--- config.mk ---
export PLATFORM = sky130hd
export DESIGN_NAME = sfx_player
export DESIGN_NICKNAME = d
export VERILOG_FILES = /design/src/rtl/sfx_pkg.sv /design/src/rtl/sfx_rom.sv /design/src/rtl/sfx_player.sv
export SDC_FILE = /design/constraint.sdc
export NUM_CORES = 1
export LEC_CHECK = 0
export CORE_MARGIN = 10
export CORE_UTILIZATION = 50
export CTS_CLUSTER_DIAMETER = 80
export DETAILED_ROUTE_END_ITERATION = 8
export GPL_TIMING_DRIVEN = 0
export PLACE_DENSITY_LB_ADDON = 0.05
export SYNTH_ARGS = -nofsm -noshare
export SYNTH_HDL_FRONTEND = slang
export SYNTH_HIERARCHICAL = 1
export SYNTH_SLANG_ARGS = --single-unit
--- constraint.sdc ---
create_clock -name clk -period 10 [get_ports clk]
set_input_delay 2.5 -clock clk [delete_from_list [all_inputs] [get_ports clk]]
set_output_delay 2.5 -clock clk [all_outputs]
set_load 0.05 [all_outputs]
--- src/rtl/sfx_pkg.sv ---
// Shared types, sound ids, tone table and request priority for the sound-effect player.
package sfx_pkg;

  typedef enum logic [1:0] {IDLE, LOAD, CHECK, PLAY} state_t;

  localparam logic [1:0] SND_BONUS = 2'd0;
  localparam logic [1:0] SND_WIN   = 2'd1;
  localparam logic [1:0] SND_COLL  = 2'd2;
  localparam logic [1:0] SND_LOSE  = 2'd3;

  localparam int TONE_DIV_W = 16;

  // Half-periods in 50 MHz clocks: entry 1 is C5, each entry one semitone higher.
  localparam logic [TONE_DIV_W-1:0] HALF_PERIOD [16] = '{
    16'd0,     16'd47778, 16'd45096, 16'd42565,
    16'd40177, 16'd37921, 16'd35793, 16'd33784,
    16'd31888, 16'd30098, 16'd28409, 16'd26815,
    16'd25310, 16'd23889, 16'd22548, 16'd21283
  };

  function automatic logic [1:0] prio_id(input logic [3:0] req);
    if (req[3])      return SND_LOSE;
    else if (req[2]) return SND_COLL;
    else if (req[1]) return SND_WIN;
    else             return SND_BONUS;
  endfunction

endpackage

--- src/rtl/sfx_rom.sv ---
// Note-sequence ROM: one {tone, dur} word per note, address {sound id, note index}, registered read.
module sfx_rom (
  input  logic       clk,
  input  logic [3:0] i_addr,
  output logic [7:0] o_data
);

  logic [7:0] r_data;

  // dur == 0 marks the end of a sequence shorter than four notes
  always_ff @(posedge clk) begin
    case (i_addr)
      4'h0: r_data <= 8'h93;
      4'h1: r_data <= 8'hC3;
      4'h4: r_data <= 8'h54;
      4'h5: r_data <= 8'h74;
      4'h6: r_data <= 8'h94;
      4'h7: r_data <= 8'hC8;
      4'h8: r_data <= 8'hC2;
      4'h9: r_data <= 8'h62;
      4'hC: r_data <= 8'h96;
      4'hD: r_data <= 8'h02;
      4'hE: r_data <= 8'h56;
      4'hF: r_data <= 8'h1A;
      default: r_data <= 8'h00;
    endcase
  end

  assign o_data = r_data;

endmodule

--- src/rtl/sfx_player.sv ---
// Sound-effect player: request edge detection, priority trigger, frame-timed note
// sequencer and square-wave tone generator.
module sfx_player
  import sfx_pkg::*;
#(
  parameter int DIV_W = 16,
  parameter int NOTES = 4
) (
  input  logic       clk,
  input  logic       resetN,
  input  logic [3:0] sound_req,
  input  logic       frame_start,
  output logic       audio_out,
  output logic       busy,
  output logic [1:0] cur_sound,
  output logic [3:0] tone
);

  localparam int IDX_W = $clog2(NOTES);

  state_t           r_state;
  logic [3:0]       r_req_d;
  logic             r_audio;
  logic             r_busy;
  logic [1:0]       r_cur_sound;
  logic [3:0]       r_tone;
  logic [3:0]       r_dur_cnt;
  logic [IDX_W-1:0] r_note_idx;
  logic [DIV_W-1:0] r_hp_cnt;

  logic [3:0]       w_new_req;
  logic [1:0]       w_cand_id;
  logic             w_trigger;
  logic [3:0]       w_rom_addr;
  logic [7:0]       w_rom_data;
  logic [3:0]       w_rom_tone;
  logic [3:0]       w_rom_dur;
  logic [DIV_W-1:0] w_hp_last;
  logic             w_note_done;
  logic             w_last_note;

  assign w_new_req   = sound_req & ~r_req_d;
  assign w_cand_id   = prio_id(w_new_req);
  // Equal id restarts the running effect; lower ids are dropped while busy
  assign w_trigger   = (w_new_req != 4'd0) && ((r_state == IDLE) || (w_cand_id >= r_cur_sound));
  assign w_rom_addr  = {r_cur_sound, 2'(r_note_idx)};
  assign w_rom_tone  = w_rom_data[7:4];
  assign w_rom_dur   = w_rom_data[3:0];
  assign w_hp_last   = DIV_W'(HALF_PERIOD[r_tone]) - DIV_W'(1);
  assign w_note_done = frame_start && (r_dur_cnt == 4'd1);
  assign w_last_note = (r_note_idx == IDX_W'(NOTES - 1));

  sfx_rom u_rom (
    .clk    (clk),
    .i_addr (w_rom_addr),
    .o_data (w_rom_data)
  );

  always_ff @(posedge clk or negedge resetN) begin
    if (!resetN) begin
      r_state     <= IDLE;
      r_req_d     <= 4'd0;
      r_audio     <= 1'b0;
      r_busy      <= 1'b0;
      r_cur_sound <= 2'd0;
      r_tone      <= 4'd0;
      r_dur_cnt   <= 4'd0;
      r_note_idx  <= '0;
      r_hp_cnt    <= '0;
    end else begin
      r_req_d <= sound_req;
      if (w_trigger) begin
        // tone keeps its value until the new note's CHECK cycle latches it
        r_state     <= LOAD;
        r_busy      <= 1'b1;
        r_cur_sound <= w_cand_id;
        r_note_idx  <= '0;
        r_audio     <= 1'b0;
        r_hp_cnt    <= '0;
      end else begin
        case (r_state)
          LOAD: r_state <= CHECK;
          CHECK: begin
            r_audio  <= 1'b0;
            r_hp_cnt <= '0;
            if (w_rom_dur == 4'd0) begin
              r_state     <= IDLE;
              r_busy      <= 1'b0;
              r_cur_sound <= 2'd0;
              r_tone      <= 4'd0;
            end else begin
              r_state   <= PLAY;
              r_tone    <= w_rom_tone;
              r_dur_cnt <= w_rom_dur;
            end
          end
          PLAY: begin
            if (w_note_done) begin
              r_audio  <= 1'b0;
              r_hp_cnt <= '0;
              if (w_last_note) begin
                r_state     <= IDLE;
                r_busy      <= 1'b0;
                r_cur_sound <= 2'd0;
                r_tone      <= 4'd0;
              end else begin
                r_note_idx <= r_note_idx + IDX_W'(1);
                r_state    <= LOAD;
              end
            end else begin
              if (frame_start) r_dur_cnt <= r_dur_cnt - 4'd1;
              if (r_tone == 4'd0) begin
                r_audio  <= 1'b0;
                r_hp_cnt <= '0;
              end else if (r_hp_cnt == w_hp_last) begin
                r_hp_cnt <= '0;
                r_audio  <= ~r_audio;
              end else begin
                r_hp_cnt <= r_hp_cnt + DIV_W'(1);
              end
            end
          end
          default: ;
        endcase
      end
    end
  end

  assign audio_out = r_audio;
  assign busy      = r_busy;
  assign cur_sound = r_cur_sound;
  assign tone      = r_tone;

endmodule

Word-level counts from Yosys, hierarchy flattened
Memory sizes are Yosys's and may differ from the RTL's. A register that Yosys moved wholly into a read port is not among the register bits.
Index checks and enable logic that the tools add are counted.
Widths: inputs -> output; s select.
{ "word_totals": {"output_inout_bits": 8, "in_bits": 7, "register_bits": 36, "romBits": 384, "memories": 2} }
{ "classes": {"n_eq_ne": 16, "add_sub_neg": 4, "n_bitwise": 5, "mux": 42, "order_cmp": 2, "n_reduce_logical": 18} }
{ "memory_table": {"columns": ["name", "words", "word_bits", "rd", "rd_ports_with_merged_regs", "write_ports", "line", "text"], "rows": [
  ["(no name shown)", 16, 16, 1, 0, 0, "sfx_player.sv:49", "assign w_hp_last = DIV_W'(HALF_PERIOD[r_tone]) - DIV_W'(1);"],
  ["(no name shown)", 16, 8, 1, 1, 0, "sfx_rom.sv:12", "case (i_addr)"]
]} }
{ "ops": {"columns": ["operator", "count"], "rows": [
  ["$mux 16", 6],
  ["$pmux 16 s2", 1],
  ["$mux 2", 13],
  ["$mux 4", 6],
  ["$add 16x1->16 const B", 1],
  ["$eq 16x16->1", 1],
  ["$pmux 4 s2", 2],
  ["$sub 16x1->16 const B", 1],
  ["$ne 2x2->1 const B", 6],
  ["$mux 1", 10],
  ["$ne 3x3->1 const B", 3],
  ["$logic_not 4->1", 2],
  ["$reduce_and 4->1", 2],
  ["$reduce_bool 4->1", 2],
  ["$eq 2x2->1 const B", 3],
  ["$pmux 2 s3", 1],
  ["$reduce_bool 2->1", 3],
  ["$ge 5x5->1 const B", 1],
  ["$ne 5x5->1 const B", 1],
  ["$not 4->5", 1],
  ["$reduce_and 5->1", 1],
  ["$and 4x4->4", 1],
  ["$eq 4x1->1 const B", 1],
  ["$not 4->4", 1],
  ["13 further kinds", 17]
]} }

Longest topological paths before layout
Gate-level depths: netlist of the first run.
{ "logic_depth": {"word_depth": 11, "ltp_mapped": 15, "depth_no_buf": 13} }

By module
The synthesis of the first run kept the hierarchy.
{ "by_module_without_submodules": {"columns": ["module", "cells_each", "instances", "seq_area_each_um2", "area_each_um2"], "rows": [
  ["sfx_player", 388, 1, 900.9, 3179.3],
  ["sfx_rom", 31, 1, 160.2, 326.6]
]} }

Worst setup path after synthesis of the first run
No wires, ideal clock.
{ "synth_timing": {"kind": "input to register", "startpoint": "input sound_req[1]", "endpoint": "register r_hp_cnt[8]", "required_time_ps": 9907, "stages": 12, "n_path_buf": 1, "arrival_ps": 4919, "setup_slack_ps": 4989, "path_cell_list": "nor2b_1 a2bb2oi_1 ha_1 nand2b_1 a211oi_1 nor2_1 nor4_1 clkbuf_1 nand3_1 o21ai_0 a41oi_2 o31ai_2"} }
{ "synth_via": {"elab_chain_len": 8, "word_cells_on_any_way": 10} }
{ "synth_rtl": {"columns": ["item", "line", "text"], "rows": [
  ["from (decl)", "sfx_player.sv:11", "input logic [3:0] sound_req,"],
  ["$and 4x4->4 (*)", "sfx_player.sv:42", "assign w_new_req = sound_req & ~r_req_d;"],
  ["$mux 1", "sfx_pkg.sv:24", "else if (req[1]) return SND_WIN;"],
  ["$mux 2", "sfx_pkg.sv:23", "else if (req[2]) return SND_COLL;"],
  ["$mux 2", "sfx_pkg.sv:22", "if (req[3]) return SND_LOSE;"],
  ["$ge 2x2->1", "sfx_player.sv:45", "assign w_trigger = (w_new_req != 4'd0) && ((r_state == IDLE) || (w_cand_id >= r_cur_sound));"],
  ["$logic_or 1x1->1", "sfx_player.sv:45", null],
  ["$logic_and 1x1->1 (*)", "sfx_player.sv:45", null],
  ["$reduce_bool 3->1 (no source line) / $mux 16 (equally long branches)", null, null],
  ["to (signal assigned)", "sfx_player.sv:119", "r_hp_cnt <= r_hp_cnt + DIV_W'(1);"],
  ["to (decl)", "sfx_player.sv:29", "logic [DIV_W-1:0] r_hp_cnt;"]
]} }
Mark *: on every way between the ends. The rest lies on a longest branch, timed or not.
A chain may end at the register's enable or synchronous reset.

Worst setup path in the final report of the first run
{ "layout_timing": {"startpoint": "input sound_req[3]", "endpoint": "register r_hp_cnt[8]"} }
{ "layout_via": {"elab_chain_len": 6, "word_cells_on_any_way": 8} }
{ "layout_rtl": {"columns": ["item", "line"], "rows": [
  ["$and 4x4->4 (*)", "sfx_player.sv:42"],
  ["$mux 2", "sfx_pkg.sv:22"],
  ["$ge 2x2->1", "sfx_player.sv:45"],
  ["$logic_or 1x1->1", "sfx_player.sv:45"],
  ["$logic_and 1x1->1 (*)", "sfx_player.sv:45"],
  ["$reduce_bool 3->1 (no source line) / $mux 16 (equally long branches)", null]
]} }
Marks and branches as above.

==> results of run 1 <==
synth_stat cells, types with 13 or more instances:
cell type	instances	share of area, %
nand3_1	17	2.4
nor2_1	29	3.1
a21oi_1	19	2.7
nand2b_1	13	2.3
clkbuf_1	13	1.4
dfrtp_1	36	26
nand2_1	41	4.4
ha_1	15	5.4
o21ai_0	22	3.1
nor2b_1	13	2.3
inv_1	17	1.8
metrics by stage:
step | cells | util (%)
floorplan | 419 | -
global placement | 529 | 55.4
detailed placement | 530 | 55.7
CTS | 538 | 57.3
global route | 538 | 57.3
finish | 538 | 57.3
power by group through the flow:
stage / Sequential (mW) / Clock (mW) / Combinational (mW)
2_1_floorplan: 0.283 / 0 / 0.508
3_3_place_gp: 0.258 / 0 / 0.685
3_5_place_dp: 0.259 / 0 / 0.695
4_1_cts: 0.256 / 0.146 / 0.698
5_1_grt: 0.262 / 0.152 / 0.784
6_report: 0.256 / 0.141 / 0.699
final timing paths:
| kind | to | slack (ns) | depth (start not counted) |
|---|---|---|---|
| min reg2reg | tone[3] | 0.44 | 2 |
| max reg2reg | r_hp_cnt[8] | 5.57 | 12 |
| max | r_hp_cnt[8] | 4.07 | 12 |
| min in group asynchronous | r_hp_cnt[9] | 2.04 | 1 |
| min | tone[3] | 0.44 | 2 |
| max in group asynchronous | r_dur_cnt[0] | 7.51 | 2 |
sequential cells by signal (all words and copies together), names as in the netlist:
name and cells:
u_rom/o_data 8, busy 1, cur_sound 2, tone 4, audio_out 1, r_req_d 4
r_hp_cnt 16, r_note_idx 2, r_dur_cnt 4, r_state 2
final cells by class:
type                       instances  share of cell area, %
clock buffer                       5                   1.77
sequential                        44                   27.2
tap                               96                   3.08
clock inverter                     3                   1.19
buffer                            28                   3.50
inverter                          19                   1.83
timing repair buffer              15                   3.98
multi-input combinational        328                   57.4
tightest hold or removal path: stages, from the launching register on:
cell,delay (ns)
dfxtp_1,0.30
nand2_1,0.04
o21ai_0,0.06
metal layers:
layer  vias up  global-route usage (%)
met5         -                       0
met4         0                    4.57
met3        12                    2.42
met2        74                    26.4
met1      1448                    19.4
li1       1551                       -
cells by family (layout without fill, tap and decap cells):
logic type	count (synthesis)	count (layout)	synth area share, %
AOI/OAI and AO/OA	115	115	23.7
and+or+nand+nor	168	168	26.1
muxes	10	10	3.75
DFF	44	44	30.3
adders and majority gates	15	15	5.35
xor gates and xnor gates	20	20	5.00
buffers and inverters	47	70	5.92
==> impl_metrics.toml, run 1 <==
[final_layout]
layout_commonest_cell = "nand2_1"
area_growth_pct = 11.1
diodes = 0
drive_gt1_share_pct = 11.1
postLayoutCellArea_sq_mm = 0.00390
nFillCells = 648
multi_input_area_sq_mm = 0.00224
regArea_sq_mm = 0.00106
fin_nets = 463
layout_common_cells = "41 x nand2_1, 36 x dfrtp_1, 29 x nor2_1, 22 x o21ai_0, 19 x a21oi_1"

[yosys]
async_flop_share_pct = 81.8
syn_area_sq_mm = 0.00351
syn-num-nets = 441
synth_edf_count = 0
ys.flop_type = "dfrtp_1"
synth_cell_types = 75
syn_inst = 419
ys_warn_count = 6
ys_ff_latch = 44
ys_seq_area_share_pct = 30.3
avgSynthCellArea_sq_um = 8.37

[floorplanning]
io_pins = 15
fp-row-count = 30
die_x_um = 104
start_util_pct = 51.6
die_area_sq_mm = 0.0108
coreArea_sq_mm = 0.00679
die_y_um = 104

[power_and_ir_drop]
p_sw_mw = 0.529
p_seq_share_pct = 23.3
irDropWorstVdd_uv = 155
p_int_mw = 0.568
power.density_mw_per_mm2 = 281
design_power_total_mw = 1.10
sw_frac_of_total_pct = 48.2
p_leak_nw = 1.57
p_comb_share_pct = 63.8
p_clk_share_pct = 12.9

[worst_hold_path]
holdCritStartpoint = "u_rom/o_data[7]"
hold_class = "reg -> reg"

[global_route]
grt_pass1_vias = 2945
grt_max_degree = 32
grt_pass1_wl_mm = 14.3
overflow = 0
antenna_found_initial = 0
grtUsageTotal_pct = 15.4

[worst_setup_path]
r2r-start = "tone[1]"
cpMaxStageDelayCell = "nor4_1"
endpoint_kind = "flip-flop"
crit_fanout = 10
required_ns = 10.22
slowest_delay_ns = 0.83
cp.buffers_inverters = 3
cp-start-kind = "input pin"
crit_top_cell = "o21ai_0"
worstSetupPathType = "in -> reg"
cpLargestDelayFamily = "compound AO/OA/AOI/OAI gates"
cp-startpoint = "sound_req[3]"
critPathArrivalTime_ns = 6.14
worstPathCellList = "clkdlybuf4s50_1 -> inv_1 -> o21ai_0 -> ha_1 -> a211oi_1 -> nor2_1 -> nor4_1 -> clkbuf_1 -> nand3_1 -> o21ai_0 -> a41oi_2 -> o31ai_2"

[job]
cap_violations = 0

[detailed_routing]
wl_met2_mm = 3.99
routed_wl_mm = 8.39
antenna_left = 0
met1_length_mm = 3.90
remaining_drc_errors = 0
vias_per_cell = 5.73
wl_met3_um = 344
route.vias.total = 3085
drtIter0Drc = 114
drt_first_pass_iters = 4
top_layer = "met4"
wl_per_cell_um = 15.6

[sta]
tns_ns = 0
timing.hold.ws_ns = 0.437
slew_viol_final = 0
min_period_ns = 5.93
skew_ns = 0.00905
period_share_pct = 59.3
worst_pin_slew_ns = 0.939
layout_setup_ws_ns = 4.07
setup_viol = 0
max_freq_mhz = 169
rsz0062_at_grt = "no"
finalHoldViolCount = 0
relSlewSlack_pct = 36.8

[placement]
portBuffers = 14
dp_hpwl_mm = 6.29
place_congestion = 0.865
post-place-ws_ns = 3.80
place_area_sq_mm = 0.00378

[clocking]
path_clk_slew_ns = 0.09
clock-sinks = 44
insertion_delay_ns = 0.30
cts_setup_buffers = 0
cts_tree = "yes"
clk_path_buf_depth = 2
root_buffer = "clkbuf_8"
htree_num_levels = 2
cts_resized = 0
cts_buffers = 5
postCtsHoldBufs = 0

[run_status]
outcome = "finished clean"
No activity file was read; power rests on OpenSTA's default activity.
==> inputs of run 2 (changes only) <==
==> constraint.sdc (replaced) <==
create_clock -name clk -period 5.9 [get_ports clk]
set_input_delay 1.475 -clock clk [delete_from_list [all_inputs] [get_ports clk]]
set_output_delay 1.475 -clock clk [all_outputs]
set_load 0.05 [all_outputs]
==> results of run 2 <==
Same layout as run 1 (identical final DEF). Status: finished clean.
Main changes from that run: setup slack after placement 3.80 ns -> 0.723 ns; setup slack after layout 4.07 ns -> 0.998 ns; register-to-register setup slack 5.57 ns -> 1.47 ns; total power 1.10 mW -> 1.86 mW; worst IR drop on VDD 155 uV -> 263 uV
